### src/rtl/countdown_scheduler.sv
// Round-robin owner of a single down-counting timer engine shared by NUM_REQ requesters.
// A granted job loads its requester's timeout, counts down on tick, and pulses done on expiry.
module countdown_scheduler #(
  parameter int WIDTH   = 8,
  parameter int NUM_REQ = 4
) (
  input  logic                       clk,
  input  logic                       rst,
  input  logic [NUM_REQ-1:0]         req,
  input  logic [NUM_REQ*WIDTH-1:0]   load_val,
  input  logic                       tick,
  input  logic                       abort,
  output logic [NUM_REQ-1:0]         grant,
  output logic [NUM_REQ-1:0]         done,
  output logic                       busy,
  output logic [WIDTH-1:0]           count
);

  localparam int PTR_W = $clog2(NUM_REQ);

  typedef enum logic {
    IDLE = 1'b0,
    RUN  = 1'b1
  } state_e;

  state_e               state_q, state_d;
  logic [NUM_REQ-1:0]   pending_q, pending_d;
  logic [PTR_W-1:0]     ptr_q, ptr_d;
  logic [WIDTH-1:0]     count_q, count_d;
  logic [NUM_REQ-1:0]   grant_q, grant_d;
  logic [NUM_REQ-1:0]   done_q, done_d;

  logic [NUM_REQ-1:0]   eligible;
  logic [PTR_W-1:0]     idx;
  logic [PTR_W-1:0]     winner;
  logic                 found;

  function automatic logic [PTR_W-1:0] wrap_add(input logic [PTR_W-1:0] base, input int off);
    int sum;
    sum = int'(base) + off;
    if (sum >= NUM_REQ) sum = sum - NUM_REQ;
    return PTR_W'(sum);
  endfunction

  // Fresh requests look through pending so they can win in the same cycle they arrive.
  always_comb begin
    eligible = pending_q | req;
    found    = 1'b0;
    winner   = '0;
    idx      = '0;
    for (int off = 0; off < NUM_REQ; off++) begin
      idx = wrap_add(ptr_q, off);
      if (!found && eligible[idx]) begin
        found  = 1'b1;
        winner = idx;
      end
    end
  end

  always_comb begin
    state_d   = state_q;
    pending_d = pending_q | req;
    ptr_d     = ptr_q;
    count_d   = count_q;
    grant_d   = grant_q;
    done_d    = '0;
    case (state_q)
      IDLE: begin
        if (found) begin
          pending_d[winner] = 1'b0;
          grant_d           = '0;
          grant_d[winner]   = 1'b1;
          count_d           = load_val[int'(winner)*WIDTH +: WIDTH];
          ptr_d             = wrap_add(winner, 1);
          state_d           = RUN;
        end
      end
      RUN: begin
        // Abort outranks expiry, so a cancelled job never reports done.
        if (abort) begin
          state_d = IDLE;
          grant_d = '0;
          count_d = '0;
        end else if (count_q == '0) begin
          state_d = IDLE;
          done_d  = grant_q;
          grant_d = '0;
        end else if (tick) begin
          count_d = count_q - WIDTH'(1);
        end
      end
      default: state_d = IDLE;
    endcase
  end

  always_ff @(posedge clk) begin
    if (rst) begin
      state_q   <= IDLE;
      pending_q <= '0;
      ptr_q     <= '0;
      count_q   <= '0;
      grant_q   <= '0;
      done_q    <= '0;
    end else begin
      state_q   <= state_d;
      pending_q <= pending_d;
      ptr_q     <= ptr_d;
      count_q   <= count_d;
      grant_q   <= grant_d;
      done_q    <= done_d;
    end
  end

  assign grant = grant_q;
  assign done  = done_q;
  assign busy  = (state_q == RUN);
  assign count = count_q;

endmodule

### config.mk
export PLATFORM = sky130hd
export DESIGN_NAME = countdown_scheduler
export DESIGN_NICKNAME = d
export VERILOG_FILES = /design/src/rtl/countdown_scheduler.sv
export SDC_FILE = /design/constraint.sdc
export NUM_CORES = 1
export LEC_CHECK = 0
export ABC_AREA = 1
export CORE_UTILIZATION = 47
export CTS_BUF_LIST = sky130_fd_sc_hd__clkbuf_2
export CTS_CLUSTER_SIZE = 14
export DETAILED_ROUTE_END_ITERATION = 10
export PLACE_DENSITY = 0.87
export SYNTH_ARGS = -nofsm -noshare
export SYNTH_HDL_FRONTEND = slang
export SYNTH_SLANG_ARGS = --single-unit
### constraint.sdc
create_clock -name clk -period 2.3 [get_ports clk]
set_input_delay 0.23 -clock clk [delete_from_list [all_inputs] [get_ports clk]]
set_output_delay 0.23 -clock clk [all_outputs]
set_load 0.05 [all_outputs]
==> out/metrics.cfg, run 1 <==
[floorplanning]
die_y_um=61.9
die_area_um2=3830
start_util_pct=49.7
io_pins=57
row_count=21
die_w_um=61.9
design.core.area_um2=3390

[cts]
root_buffer=clkbuf_2
clock-sinks=23
cts_setup_buffers=0
ctsHoldBuffers=0
clkTransAtPathRegs_ns=0.22
clock_path_buffers=2
cts_buffers=3
clk_latency_ns=0.32
cts_resized=0
htreeDepth=1
cts_tree=yes

[global_route]
grt_use_total_pct=23.6
overflow=0
grt_pass1_wl_mm=6.88
grt_max_degree=21
grt_pass1_vias=1614
antenna_found_initial=0

[finish]
multi_input_area_um2=1050
fin_cells=382
drive_above_1_share_pct=12.5
syn2layout_area_growth_pct=37.0
seq_area_um2=462
n_fill_cell=291
fin_util_pct=68.1
n_antenna_cell=0
final_nets=379

[power]
ir_worst_vdd_uv=986
p_per_area_nw_per_um2=1440
p_leak_nw=1.09

[sta]
worst_pin_slew_ns=0.501
maxSlewViolCount=0
rsz0062_at_grt=no
setup_tns_ns=0
max_freq_mhz=501
hold_slack_ns=0.456
post-route-period-util_pct=86.7
finalCriticalPeriod_ns=1.99
fin_skew_ns=0.00807
slew_headroom_pct=66.5
setup_viol=0
hold_violations=0

[drt]
drt-total-wl_mm=4.08
routedWlPerCell_um=10.7
drc=0
route.vias.total=1870
drtIter0Drc=107
final_antenna_net_count=0
dr.pass1.iters=4
vias_per_cell=4.90

[placed_design]
port_buffers=56
gp_congestion=0.906
place_inst=378
dp_hpwl_mm=3.29

[synthesis]
synthAdderAreaFrac_pct=1.48
netlist.area_leader.share_pct=27.3
yosysWarnings=0
syn_area_um2=1690
synth_top_cell_by_area=dfxtp_1
syn_nets=319
synthSimpleGateAreaFrac_pct=46.2
netlist_top_cells_count=nand2_1 (103), nand3_1 (29), nor2_1 (25), dfxtp_1 (23), inv_1 (23)
synth.area.top_cells=dfxtp_1 (27%), nand2_1 (23%), nand3_1 (8.6%)
avgSynthCellArea_um2=6.08
synth_ff_type=dfxtp_1
yosysMostFrequentCell=nand2_1
ys_ff_latch=23
synth.area.mux_share_pct=0
async_reset_ff_share_pct=0
synth_edf_count=0
ys_types=31
synth_top_family_by_area=simple AND/OR/NAND/NOR gates
syn_inst=277
synth_seq_area_share_pct=27.3
synth_xor_area_share_pct=0.520
synth_compound_area_share_pct=14.1

[hold_path]
hp-class=flip-flop to flip-flop

[setup_path]
crit_arrival_ns=2.24
cp_data_required_time_ns=2.54
cp_max_fo=20
crit_type=flip-flop to flip-flop
worst_setup_path_start_kind=flip-flop
end_kind=flip-flop

[flow_run]
maxCapViolCount=0

[run_status]
status=completed

where the power goes:
group,internal [mW],switching [mW]
clock,0.0394,0.120
sequential,0.522,0.127
combinational,0.897,1.61
state kept, by name, summed over array words and instances (netlist names):
register   flops
busy           1
count          8
done           4
grant          4
pending_q      4
ptr_q          2
cells by family after synthesis:
family | after synthesis
AND/OR/NAND/NOR | 178
AO/OA/AOI/OAI | 38
adder cells (fa/ha/maj) | 2
XOR/XNOR | 1
flip-flops | 23
buffers and inverters | 35
worst max-delay path: stages, from the launching register on:
cell     delay [ns]
dfxtp_1        0.50
inv_2          0.10
nand2_1        0.06
nand2_1        0.09
nand3_1        0.09
nand2_1        0.06
nor2_2         0.14
nand3_2        0.11
nand2_4        0.09
nand2_2        0.24
nand2_1        0.13
nand2_1        0.06
nand2_1        0.05
nand2_1        0.07
nand2_1        0.08
a21oi_2        0.05
path summary, 6_finish.rpt:
check | startpoint | endpoint | slack (ns) | cells past startpoint
max | ptr_q[1]$_SDFFE_PP0P_ | count[2]$_SDFFE_PP0P_ | 0.31 | 15
min | grant[0]$_SDFFE_PP0P_ | done[0]$_SDFF_PP0_ | 0.46 | 2
max reg2reg | ptr_q[1]$_SDFFE_PP0P_ | count[2]$_SDFFE_PP0P_ | 0.31 | 15
min reg2reg | grant[0]$_SDFFE_PP0P_ | done[0]$_SDFF_PP0_ | 0.46 | 2
through the flow:
stage,setup slack [ns],instance area (um^2),power [mW]
after floorplan,0.204,1690,2.64
final,0.306,2310,3.32
after detailed placement,0.0164,2290,3.16
after global routing,0.0769,2310,3.68
after global placement,0.101,2290,3.11
after CTS,0.172,2310,3.32
placed cells by master, fill, tap and decap left out, types with 2 or more instances in the layout:
| cell | instances |
|---|---|
| buf_4 | 7 |
| dfxtp_1 | 22 |
| a21oi_1 | 13 |
| nand2_2 | 6 |
| nand2_1 | 103 |
| a31oi_1 | 2 |
| nand3_2 | 3 |
| clkdlybuf4s50_1 | 56 |
| inv_1 | 23 |
| clkbuf_2 | 3 |
| o21ai_0 | 2 |
| nor2_2 | 7 |
| a21oi_2 | 8 |
| nor2_1 | 25 |
| nand3_1 | 29 |
| inv_2 | 2 |
| ha_1 | 2 |
| o21ai_1 | 9 |
per-layer routing:
layer | wire (um) | GRT usage, % | vias up | part of all wire (%)
met5 | 0 | 0 | - | 0
met1 | 1970 | 32.0 | 822 | 48
met3 | 182 | 3.31 | 0 | 4.5
li1 | - | - | 1000 | -
met2 | 1920 | 39.5 | 48 | 47
met4 | 0 | 5.71 | 0 | 0
cell type report:
class / instances / area share (%)
multi-input cells: 219 / 45.5
inverters: 27 / 4.61
clock inverters: 1 / 0.217
flip-flops and latches: 23 / 20.0
repair buffers: 63 / 26.6
well taps: 46 / 2.49
clock buffers: 3 / 0.650
No activity file was read; power rests on OpenSTA's default activity.
==> run 2: changes to the inputs <==
- CTS_CLUSTER_SIZE: 14 -> 20
==> results of run 2 <==
Final layout, timing and power as in run 1 (identical DEF).
==> run 3: changes to the inputs <==
- GPL_ROUTABILITY_DRIVEN: default -> 0
==> results of run 3 <==
Final layout, timing and power as in run 1 (identical DEF).
